==> src/rtl/guitar_pkg.sv <==
// Shared lane enumeration, screen/width constants and the note slot record
// used by the note lane engine and its per-lane slot arrays.
package guitar_pkg;

    localparam int NUM_LANES = 5;
    localparam int SCREEN_H  = 480;
    localparam int Y_W       = 10;
    localparam int Y_EXT_W   = 11;

    typedef enum logic [2:0] {
        LANE_RED,
        LANE_BLUE,
        LANE_GREEN,
        LANE_YELLOW,
        LANE_ORANGE
    } lane_e;

    typedef struct packed {
        logic           valid;
        logic [Y_W-1:0] y;
    } note_slot_t;

endpackage

==> src/rtl/note_lane_engine_if.sv <==
// Chart-sequencer / strum handshake bundle of the note lane engine.
interface note_lane_engine_if;
    import guitar_pkg::*;

    logic                 spawn_valid;
    logic [2:0]           spawn_lane;
    logic                 spawn_ready;
    logic                 strum_valid;
    logic [NUM_LANES-1:0] strum_mask;
    logic [NUM_LANES-1:0] hit_pulse;
    logic [NUM_LANES-1:0] miss_pulse;

    modport master (
        output spawn_valid, spawn_lane, strum_valid, strum_mask,
        input  spawn_ready, hit_pulse, miss_pulse
    );

    modport slave (
        input  spawn_valid, spawn_lane, strum_valid, strum_mask,
        output spawn_ready, hit_pulse, miss_pulse
    );
endinterface

==> src/rtl/note_lane.sv <==
// One lane's note slots: free-slot finder, scroll/expire, hit search and
// unregistered pixel compare. All outputs are combinational from state.
module note_lane
    import guitar_pkg::*;
#(
    parameter int LANE_X  = 160,
    parameter int DEPTH   = 8,
    parameter int SPEED   = 4,
    parameter int NOTE_W  = 64,
    parameter int NOTE_H  = 16,
    parameter int HIT_Y   = 440,
    parameter int HIT_WIN = 12,
    parameter int SCR_H   = SCREEN_H
) (
    input  logic           clk_i,
    input  logic           rst_n_i,
    input  logic           frame_tick_i,
    input  logic           spawn_i,
    input  logic           strum_i,
    input  logic [Y_W-1:0] draw_x_i,
    input  logic [Y_W-1:0] draw_y_i,
    output logic           free_o,
    output logic           hit_o,
    output logic           miss_o,
    output logic           pix_o
);
    localparam int IDX_W = (DEPTH > 1) ? $clog2(DEPTH) : 1;
    localparam logic [Y_EXT_W-1:0] X_LO   = Y_EXT_W'(LANE_X);
    localparam logic [Y_EXT_W-1:0] X_HI   = Y_EXT_W'(LANE_X + NOTE_W);
    localparam logic [Y_EXT_W-1:0] WIN_LO = Y_EXT_W'(HIT_Y - HIT_WIN);
    localparam logic [Y_EXT_W-1:0] WIN_HI = Y_EXT_W'(HIT_Y + HIT_WIN);
    localparam logic [Y_EXT_W-1:0] SPD    = Y_EXT_W'(SPEED);
    localparam logic [Y_EXT_W-1:0] SCR    = Y_EXT_W'(SCR_H);
    localparam logic [Y_EXT_W-1:0] NH     = Y_EXT_W'(NOTE_H);

    note_slot_t         slot_q [DEPTH];
    note_slot_t         slot_d [DEPTH];
    logic [IDX_W-1:0]   free_idx;
    logic [IDX_W-1:0]   hit_idx;
    logic [Y_EXT_W-1:0] y_ext;
    logic [Y_EXT_W-1:0] y_sum;
    logic [Y_EXT_W-1:0] dx_ext;
    logic [Y_EXT_W-1:0] dy_ext;

    always_comb begin
        slot_d   = slot_q;
        free_o   = 1'b0;
        hit_o    = 1'b0;
        miss_o   = 1'b0;
        pix_o    = 1'b0;
        free_idx = '0;
        hit_idx  = '0;
        y_ext    = '0;
        y_sum    = '0;
        dx_ext   = {1'b0, draw_x_i};
        dy_ext   = {1'b0, draw_y_i};

        for (int k = 0; k < DEPTH; k++) begin
            if (!slot_q[k].valid && !free_o) begin
                free_o   = 1'b1;
                free_idx = IDX_W'(k);
            end
        end

        // Window compared signed so a narrowed window below zero cannot wrap.
        for (int k = 0; k < DEPTH; k++) begin
            y_ext = {1'b0, slot_q[k].y};
            if (strum_i && slot_q[k].valid && !hit_o &&
                $signed(y_ext) >= $signed(WIN_LO) && $signed(y_ext) <= $signed(WIN_HI)) begin
                hit_o   = 1'b1;
                hit_idx = IDX_W'(k);
            end
        end

        for (int k = 0; k < DEPTH; k++) begin
            y_ext = {1'b0, slot_q[k].y};
            y_sum = y_ext + SPD;
            if (slot_q[k].valid) begin
                if (hit_o && hit_idx == IDX_W'(k)) begin
                    slot_d[k] = '0;
                end else if (frame_tick_i) begin
                    if (y_sum >= SCR) begin
                        slot_d[k] = '0;
                        miss_o    = 1'b1;
                    end else begin
                        slot_d[k].y = y_sum[Y_W-1:0];
                    end
                end
                if (dx_ext >= X_LO && dx_ext < X_HI && dy_ext >= y_ext && dy_ext < y_ext + NH)
                    pix_o = 1'b1;
            end
        end

        // The spawn target was free before this cycle, so hit/scroll never touch it.
        if (spawn_i && free_o) begin
            slot_d[free_idx].valid = 1'b1;
            slot_d[free_idx].y     = '0;
        end
    end

    always_ff @(posedge clk_i or negedge rst_n_i) begin
        if (!rst_n_i) begin
            for (int k = 0; k < DEPTH; k++) slot_q[k] <= '0;
        end else begin
            for (int k = 0; k < DEPTH; k++) slot_q[k] <= slot_d[k];
        end
    end
endmodule

==> src/rtl/note_lane_engine.sv <==
// Five-lane note sprite engine: spawn decode, registered sprite/hit/miss outputs.
// Optional score/streak counters are built when NOTE_SCORE_EN is defined.
module note_lane_engine
    import guitar_pkg::*;
#(
    parameter int DEPTH      = 8,
    parameter int SPEED      = 4,
    parameter int NOTE_W     = 64,
    parameter int NOTE_H     = 16,
    parameter int LANE_X0    = 160,
    parameter int LANE_PITCH = 64,
    parameter int HIT_Y      = 440,
    parameter int HIT_WIN    = 12,
    parameter int SCR_H      = SCREEN_H
) (
    input  logic           Clk,
    input  logic           Reset_n,
    input  logic           frame_tick,
    note_lane_engine_if.slave bus,
    input  logic [Y_W-1:0] DrawX,
    input  logic [Y_W-1:0] DrawY,
`ifdef NOTE_SCORE_EN
    output logic [15:0]    score,
    output logic [7:0]     streak,
`endif
    output logic           is_sprite_red,
    output logic           is_sprite_blue,
    output logic           is_sprite_green,
    output logic           is_sprite_yellow,
    output logic           is_sprite_orange
);
    logic [NUM_LANES-1:0] lane_free;
    logic [NUM_LANES-1:0] spawn_sel;
    logic [NUM_LANES-1:0] sprite_d, sprite_q;
    logic [NUM_LANES-1:0] hit_d, hit_q;
    logic [NUM_LANES-1:0] miss_d, miss_q;
    logic                 free_sel;
    logic                 ready;

    // Lanes 5-7 match no index, so illegal lanes are never ready.
    always_comb begin
        free_sel  = 1'b0;
        spawn_sel = '0;
        for (int i = 0; i < NUM_LANES; i++)
            if (bus.spawn_lane == 3'(i)) free_sel = lane_free[i];
        ready = Reset_n && !frame_tick && free_sel;
        for (int i = 0; i < NUM_LANES; i++)
            spawn_sel[i] = bus.spawn_valid && ready && (bus.spawn_lane == 3'(i));
    end

    for (genvar i = 0; i < NUM_LANES; i++) begin : g_lane
        note_lane #(
            .LANE_X (LANE_X0 + i * LANE_PITCH),
            .DEPTH  (DEPTH),
            .SPEED  (SPEED),
            .NOTE_W (NOTE_W),
            .NOTE_H (NOTE_H),
            .HIT_Y  (HIT_Y),
            .HIT_WIN(HIT_WIN),
            .SCR_H  (SCR_H)
        ) u_lane (
            .clk_i       (Clk),
            .rst_n_i     (Reset_n),
            .frame_tick_i(frame_tick),
            .spawn_i     (spawn_sel[i]),
            .strum_i     (bus.strum_valid && bus.strum_mask[i]),
            .draw_x_i    (DrawX),
            .draw_y_i    (DrawY),
            .free_o      (lane_free[i]),
            .hit_o       (hit_d[i]),
            .miss_o      (miss_d[i]),
            .pix_o       (sprite_d[i])
        );
    end

    always_ff @(posedge Clk or negedge Reset_n) begin
        if (!Reset_n) begin
            sprite_q <= '0;
            hit_q    <= '0;
            miss_q   <= '0;
        end else begin
            sprite_q <= sprite_d;
            hit_q    <= hit_d;
            miss_q   <= miss_d;
        end
    end

    assign bus.spawn_ready = ready;
    assign bus.hit_pulse   = hit_q;
    assign bus.miss_pulse  = miss_q;

    assign is_sprite_red    = sprite_q[LANE_RED];
    assign is_sprite_blue   = sprite_q[LANE_BLUE];
    assign is_sprite_green  = sprite_q[LANE_GREEN];
    assign is_sprite_yellow = sprite_q[LANE_YELLOW];
    assign is_sprite_orange = sprite_q[LANE_ORANGE];

`ifdef NOTE_SCORE_EN
    logic [15:0] score_q, score_d;
    logic [7:0]  streak_q, streak_d;
    logic [2:0]  hit_cnt;
    logic [16:0] score_sum;
    logic [8:0]  streak_sum;

    // Counts follow the registered pulses, so they trail hit_pulse by a cycle.
    always_comb begin
        hit_cnt = '0;
        for (int i = 0; i < NUM_LANES; i++) hit_cnt = hit_cnt + {2'b00, hit_q[i]};
        score_sum  = {1'b0, score_q} + 17'(hit_cnt);
        streak_sum = {1'b0, streak_q} + 9'(hit_cnt);
        score_d    = score_sum[16] ? 16'hFFFF : score_sum[15:0];
        if (|miss_q)            streak_d = '0;
        else if (streak_sum[8]) streak_d = 8'hFF;
        else                    streak_d = streak_sum[7:0];
    end

    always_ff @(posedge Clk or negedge Reset_n) begin
        if (!Reset_n) begin
            score_q  <= '0;
            streak_q <= '0;
        end else begin
            score_q  <= score_d;
            streak_q <= streak_d;
        end
    end

    assign score  = score_q;
    assign streak = streak_q;
`endif
endmodule
==> src/flat_wrapper.sv <==
// flat-port wrapper written by rule: the top's interface ports become plain ports
module note_lane_engine_flat import guitar_pkg::*;
#(
    parameter int DEPTH      = 8,
    parameter int SPEED      = 4,
    parameter int NOTE_W     = 64,
    parameter int NOTE_H     = 16,
    parameter int LANE_X0    = 160,
    parameter int LANE_PITCH = 64,
    parameter int HIT_Y      = 440,
    parameter int HIT_WIN    = 12,
    parameter int SCR_H      = SCREEN_H
)
  (Clk, Reset_n, frame_tick, DrawX, DrawY, is_sprite_red, is_sprite_blue, is_sprite_green, is_sprite_yellow, is_sprite_orange, bus_spawn_valid, bus_spawn_lane, bus_strum_valid, bus_strum_mask, bus_spawn_ready, bus_hit_pulse, bus_miss_pulse);
  note_lane_engine_if bus_i ();
  input  logic Clk;
  input  logic Reset_n;
  input  logic frame_tick;
  input  logic [Y_W-1:0] DrawX;
  input  logic [Y_W-1:0] DrawY;
  output logic is_sprite_red;
  output logic is_sprite_blue;
  output logic is_sprite_green;
  output logic is_sprite_yellow;
  output logic is_sprite_orange;
  input wire logic [$bits(bus_i.spawn_valid)-1:0] bus_spawn_valid;
  input wire logic [$bits(bus_i.spawn_lane)-1:0] bus_spawn_lane;
  input wire logic [$bits(bus_i.strum_valid)-1:0] bus_strum_valid;
  input wire logic [$bits(bus_i.strum_mask)-1:0] bus_strum_mask;
  output wire logic [$bits(bus_i.spawn_ready)-1:0] bus_spawn_ready;
  output wire logic [$bits(bus_i.hit_pulse)-1:0] bus_hit_pulse;
  output wire logic [$bits(bus_i.miss_pulse)-1:0] bus_miss_pulse;
  assign bus_i.spawn_valid = bus_spawn_valid;
  assign bus_i.spawn_lane = bus_spawn_lane;
  assign bus_i.strum_valid = bus_strum_valid;
  assign bus_i.strum_mask = bus_strum_mask;
  assign bus_spawn_ready = bus_i.spawn_ready;
  assign bus_hit_pulse = bus_i.hit_pulse;
  assign bus_miss_pulse = bus_i.miss_pulse;
  note_lane_engine #(.DEPTH(DEPTH), .SPEED(SPEED), .NOTE_W(NOTE_W), .NOTE_H(NOTE_H), .LANE_X0(LANE_X0), .LANE_PITCH(LANE_PITCH), .HIT_Y(HIT_Y), .HIT_WIN(HIT_WIN), .SCR_H(SCR_H)) u_core (.Clk(Clk), .Reset_n(Reset_n), .frame_tick(frame_tick), .bus(bus_i), .DrawX(DrawX), .DrawY(DrawY), .is_sprite_red(is_sprite_red), .is_sprite_blue(is_sprite_blue), .is_sprite_green(is_sprite_green), .is_sprite_yellow(is_sprite_yellow), .is_sprite_orange(is_sprite_orange));
endmodule
==> config.mk <==
export PLATFORM = sky130hd
export DESIGN_NAME = note_lane_engine_flat
export DESIGN_NICKNAME = d
export VERILOG_FILES = /design/src/rtl/guitar_pkg.sv /design/src/rtl/note_lane_engine_if.sv /design/src/rtl/note_lane.sv /design/src/rtl/note_lane_engine.sv /design/src/flat_wrapper.sv
export SDC_FILE = /design/constraint.sdc
export NUM_CORES = 2
export LEC_CHECK = 0
export BUFFER_PORTS_ARGS = -buffer_cell sky130_fd_sc_hd__buf_2
export CAP_MARGIN = 20
export CORE_UTILIZATION = 45
export DETAILED_ROUTE_END_ITERATION = 10
export SYNTH_ARGS = -nofsm -noshare
export SYNTH_HDL_FRONTEND = slang
export SYNTH_HIERARCHICAL = 1
export SYNTH_SLANG_ARGS = --single-unit
==> constraint.sdc <==
create_clock -name Clk -period 3.6 [get_ports Clk]
set_input_delay 0 -clock Clk [delete_from_list [all_inputs] [get_ports Clk]]
set_output_delay 0 -clock Clk [all_outputs]
set_load 0.01 [all_outputs]
Word level (Yosys, flattened, before mapping)
Cells that the tools add are included.
W data, S select, Z words.
- register bits: 455
- input bits: 33
- output and inout bits: 16
- logic and storage cells: 1502
- add/subtract/negate cells: 80
- $lt $le $gt $ge: 220
- equal/unequal tests: 39
- multiplexer cells: 630
- bitwise operators: 5
- reductions and logical operators: 445
- operators with widths (kind ; number):
    $mux W11 ; 125
    $bwmux W88 ; 10
    $mux W10 ; 45
    $add A10 B3 Y11 const B ; 40
    $add A10 B5 Y11 const B ; 40
    $ge A11 B9 Y1 const B ; 40
    $lt A10 B11 Y1 ; 40
    $mux W88 ; 5
    $ge A10 B9 Y1 const B ; 43
    $ge A10 B10 Y1 ; 40
    $le A10 B9 Y1 const B ; 40
    $mux W1 ; 375
    $logic_and A1 B1 Y1 ; 338
    $demux W11 S3 ; 10
    $mux W3 ; 55
    $logic_not A1 Y1 ; 101
    $eq A3 B3 Y1 const B ; 21
    $lt A10 B9 Y1 const B ; 4
    $eq A3 B2 Y1 const B ; 12
    $ge A10 B8 Y1 const B ; 2
    $ge A4 B4 Y1 const B ; 5
    $lt A4 B1 Y1 const B ; 5
    $not A3 Y4 ; 5
    $eq A3 B1 Y1 const B ; 6
    other kinds (3) ; 12

Longest topological paths before layout
- depth after elaboration: 72
- depth in mapped cells: 13
- gate-level depth less buffers: 12

By module
The synthesis kept the hierarchy.
- modules (own cells, without submodules) (module ; times used ; cells each ; area each (um2) ; seq. area each (um2)):
    note_lane (u_core.g_lane[3].u_lane) ; 1 ; 1146 ; 9561.7 ; 2202.1
    note_lane (u_core.g_lane[4].u_lane) ; 1 ; 1142 ; 9485.3 ; 2202.1
    note_lane (u_core.g_lane[0].u_lane) ; 1 ; 1132 ; 9467.8 ; 2202.1
    note_lane (u_core.g_lane[1].u_lane) ; 1 ; 1141 ; 9367.7 ; 2202.1
    note_lane (u_core.g_lane[2].u_lane) ; 1 ; 1126 ; 9272.6 ; 2202.1
    note_lane_engine ; 1 ; 35 ; 516.7 ; 375.4

Worst setup path before layout
No wires, ideal clock.
- path kind: reg-to-reg
- start: register, netlist name u_core/g_lane[2].u_lane/slot_q[38]
- end: register u_core.sprite_q[2]
- setup time: 0.120 ns
- arrival: 2.695 ns
- setup slack: 0.785 ns
- cell stages (with the launch flop): 12
- buffers on the path: 1
- period minus slack after synthesis: 2.815 ns
- cells stage by stage: dfrtp_1 > ha_1 > clkbuf_1 > and3_1 > xnor2_1 > ha_1 > nand3_1 > a2111oi_0 > o21ai_0 > a211oi_1 > or4b_1 > o211a_1
- cells in the longest elaborated chain, start to end: 11
- RTL lines (element ; line ; text):
    $add A10 B5 Y11 or $ge A10 B10 Y1 (tied branches) ; note_lane.sv:89 ; if (dx_ext >= X_LO && dx_ext < X_HI && dy_ext >= y_ext && dy_ext < y_ext + NH)
    $lt A10 B11 Y1 or $logic_and A1 B1 Y1 (tied branches) ; note_lane.sv:89 ;
    $logic_and A1 B1 Y1 * ; note_lane.sv:89 ;
    $mux W1 * ; note_lane.sv:89 ;
    $mux W1 * ; note_lane.sv:78 ; if (slot_q[k].valid) begin
    $mux W1 ; note_lane.sv:89 ;
    $mux W1 * ; note_lane.sv:78 ;
    $mux W1 ; note_lane.sv:89 ;
    $mux W1 * ; note_lane.sv:78 ;
    $mux W1 ; note_lane.sv:89 ;
    $mux W1 * ; note_lane.sv:78 ;
    named net u_core.sprite_d[2] ; note_lane_engine.sv:34 ; logic [NUM_LANES-1:0] sprite_d, sprite_q;
    end signal: assignment ; note_lane_engine.sv:82 ; sprite_q <= sprite_d;
    end: declaration ; note_lane_engine.sv:34 ;
Mark *: on every way through the listed nets, which the timed path passes. The rest lies on a longest branch.

==> summary.md <==
| Metric | Value |
|---|---|
| Outcome | finished clean |
| Pre-CTS setup slack | 0.344 ns |
| Cts repair resizes | 0 |
| Synth top area cells | dfrtp_1 (24%), ha_1 (23%), xnor2_1 (5.6%), inv_1 (4.0%), nor2_1 (3.8%) |
| Mapped Cells | around 5700 |
| Vias in the first global route | 41408 |
| Via-to-Cell Ratio | 5.93 |
| Largest net degree at the start of global routing | 142 |
| Global Route Usage Sum | 0.260 |
| Pre-Repair DR Iteration Count | 6 |
| Worst rel slew slack | 0.379 |
| Fin crit share | 0.932 |
| Slew @ Worst Pin | 0.931 ns |
| Cell Int Power | 13500 uW |
| Number of synthesized register bits | 455 |
| Final setup vio count | 0 |
| Final antenna-violating net count | 0 |
| Skew-Pair Late Insertion Delay | 0.68 ns |
| Switching power total | between 8000 and 9000 uW |
| Sequential fraction of the synthesis area | 0.239 |
| Top-Level Pins | 49 |
| Fin. max-slew vios | 0 |
| Switching part of the total | 0.397 |
| Total leakage power | about 0.024 uW |
| Area growth, synth to finish | 9.34% |
| Residual DRC | 0 |
| Die Wd | between 300 and 400 um |
| Crit Path Class | reg2reg |
| CTS Sinks | 455 |
| Warnings from Yosys | 6 |
| Required time worst endpoint | ~4.1 ns |
| WL per Instance | between 15 and 20 um |
| Synth unique cells | ~120 |
| Num CTS Buffers | 59 |
| Die area | 107000 um^2 |
| Syn nets | roughly 6600 |
| Clock share of power | 0.292 |
| Final TNS setup | 0 ns |
| Wirelength, routed | ~140000 um |
| GPL Wtd Cong | 0.911 |
| Power Density | 431 nW/um^2 |
| Crit end category | register |
| Initial antenna violation count | 10 |
| Starting Density | 0.454 |
| I/O Buffers | between 40 and 50 |
| Share of layout cells above drive strength 1 | 0.0663 |
| Nets | 6707 |
| Final setup margin | roughly 0.24 ns |
| GRT overflow | 0 |
| Dpl hpwl | 106000 um |
| MaxCap Viol Count | 0 |
| Fmax | 298 MHz |
| Core footprint | 105000 um^2 |
| Gate power share | 0.391 |
| DR iter-0 viols | 2787 |
| Clock Tree Buf Depth | 3 |
| Period minus WS final | 3.36 ns |
| First-pass GRT wire length | about 230000 um |
| CTS tree | done |
| CP Data Arrival Time | just under 4 ns |
| Number of flops mapped to enable cells by yosys | 0 |
| DR vias | 42853 |
| Clock Pin Slew Worst Setup and Hold Paths | roughly 0.060 ns |
| Min-Delay Path Class | in2async |
| # H-tree levels | 2 |
| Die H | 327 um |
| Synth Flop Type | dfrtp_1 |
| Syn Area/Cell | roughly 8.3 um^2 |
| Layout Skew | 0.0211 ns |
| Worst VDD drop | 472 uV |
| Final Hold Fails | 0 |
| Core Rows | 119 |
| Yosys top cell by area | dfrtp_1 |
| Clock root cell | clkbuf_16 |
| Asr flop ratio synth | 1.00 |
| Flop pwr share | 0.316 |
| Top-area cell type share of the netlist area | 0.239 |
| Crit Path Max Fanout | 10 |
| Synthesized area | 47700 um^2 |
| Unrepaired setup endpoints after global routing | false |
| Startpoint types | register |
path summary, 6_finish.rpt:
check / start / to / slack (ns) / cells past startpoint
setup reg to reg: u_core/g_lane[4].u_lane/slot_q[54] / u_core/g_lane[4].u_lane/slot_q[70] / 0.24 / 12
setup / recovery: u_core/g_lane[4].u_lane/slot_q[54] / u_core/g_lane[4].u_lane/slot_q[70] / 0.24 / 12
hold reg to reg: u_core/g_lane[0].u_lane/slot_q[56] / u_core/g_lane[0].u_lane/slot_q[56] / 0.52 / 2
max in group asynchronous: Reset_n / u_core/g_lane[2].u_lane/slot_q[83] / 2.02 / 4
hold / removal: Reset_n / u_core/bus.miss_pulse[0] / 0.03 / 3
min in group Clk: bus_strum_valid / u_core/bus.hit_pulse[2] / 0.12 / 6
layout make-up:
class	instances	area, um^2
antenna	2	5.00
clock buffer	78	1720
clock inverter	31	408
fill	10304	53000
inverter	516	1940
multi-input combinational	4588	33600
sequential	455	11400
tap	1391	1740
timing repair buffer	169	1350
Yosys cell counts (13+ instances only):
library cell / n
a22oi_1: 26
buf_4: 13
nand4_1: 91
a31o_2: 19
a21boi_0: 14
o21bai_1: 17
o21ai_0: 298
a21oi_1: 312
or2_2: 15
o22ai_1: 38
a221o_1: 13
buf_2: 41
a2111oi_0: 34
a21o_1: 72
o41ai_1: 14
a211o_1: 36
ha_1: 885
nand3b_1: 18
dfrtp_1: 455
nor2_1: 477
o32ai_1: 29
nor3b_1: 35
nor3_1: 112
o31ai_1: 34
a41oi_1: 17
and3_1: 96
nand3_1: 296
and4_1: 17
o21a_1: 46
o2111ai_1: 28
nand2b_1: 80
xnor2_1: 306
clkbuf_1: 87
or3_1: 54
nand2_1: 439
inv_1: 508
nor4_1: 35
a211oi_1: 64
a311oi_1: 32
o211ai_1: 46
nor2b_1: 57
or4_1: 19
and2_1: 24
a31oi_1: 73
power by group through the flow:
stage	clock [uW]	combinational, uW	sequential [uW]
2_1_floorplan	0	6690	6660
6_report	6560	8790	7100
4_1_cts	6750	8760	7070
3_5_place_dp	0	8670	7160
5_1_grt	6920	10100	7250
3_3_place_gp	0	8500	7140
registers in the layout (all words and copies together) (netlist names):
name	flops
u_core/bus.miss_pulse	5
u_core/g_lane.u_lane/slot_q	440
u_core/bus.hit_pulse	5
u_core/sprite_q	5
cells by family (layout without fill, tap and decap cells):
family	Yosys count	in the layout	share of synthesized area
adder cells (fa/ha/maj)	885	885	0.232
flip-flops	455	455	0.239
buffers and inverters	679	794	0.0568
multiplexers	14	14	0.00346
other	0	2	0
XOR/XNOR	308	308	0.0566
AO/OA/AOI/OAI	1429	1429	0.204
AND/OR/NAND/NOR	1952	1952	0.208
worst max-delay path, stage by stage, from the launching register on:
cell and delay (ns):
dfrtp_1 0.38, and4_1 0.23, nand3_1 0.17, nor2_1 0.06, nand2_1 0.07, nand3_1 0.10, nor3_1 0.14, dlygate4sd3_1 0.57
buf_4 0.16, o21ai_0 0.27, or4_1 0.63, o21ai_0 0.29, nor2_1 0.11
per-stage QoR:
step | cells | hold slack, ns | area, um^2 | total power [uW] | utilization
5_1_grt | 7228 | 0.138 | 52100 | 24200 | 0.496
3_5_place_dp | 7103 | -0.169 | 49800 | 15800 | 0.474
4_1_cts | 7228 | 0.0580 | 52100 | 22600 | 0.496
2_1_floorplan | 5722 | -0.296 | 47700 | 13400 | -
3_3_place_gp | 7103 | -0.169 | 49800 | 15600 | 0.474
6_report | 7230 | 0.0251 | 52100 | 22400 | 0.496
repair_timing:
item | CTS | global route
endpoints found under the hold margin | 426 | 0
setup buffers | 0 | 0
hold buffers | 16 | 0
placed cells by master (no fill, tap or decap), drive strengths merged, types with 18 or more instances in the layout:
| cell | synthesis | final |
|---|---|---|
| o21a | 46 | 46 |
| buf | 72 | 153 |
| nand4 | 92 | 92 |
| nor2 | 478 | 478 |
| o22ai | 38 | 38 |
| clkbuf | 91 | 78 |
| nand3b | 18 | 18 |
| o31ai | 34 | 34 |
| a21oi | 314 | 314 |
| a311oi | 34 | 34 |
| a21o | 72 | 72 |
| nor4 | 41 | 41 |
| o2111ai | 28 | 28 |
| dfrtp | 455 | 455 |
| ha | 885 | 885 |
| a211oi | 67 | 67 |
| o21bai | 18 | 18 |
| xnor2 | 306 | 306 |
| nand2b | 81 | 81 |
| or4 | 21 | 21 |
| inv | 516 | 516 |
| o211ai | 46 | 46 |
| nor3b | 37 | 37 |
| a211o | 38 | 38 |
| a22oi | 26 | 26 |
| a31oi | 73 | 73 |
| a31o | 19 | 19 |
| nor2b | 58 | 58 |
| o21ai | 308 | 308 |
| nand3 | 300 | 300 |
| and2 | 29 | 29 |
| nand2 | 442 | 442 |
| o32ai | 29 | 29 |
| or3 | 56 | 56 |
| nor3 | 118 | 118 |
| a2111oi | 37 | 37 |
| or2 | 19 | 19 |
| and3 | 97 | 97 |
per-layer routing:
layer	vias to the layer above	track usage	share of wire
met1	20676	0.362	0.47
li1	21039	-	-
met5	-	0	0.00033
met4	8	0.0713	0.024
met2	933	0.424	0.45
met3	197	0.0297	0.046
(Power assumes the default switching activity.)
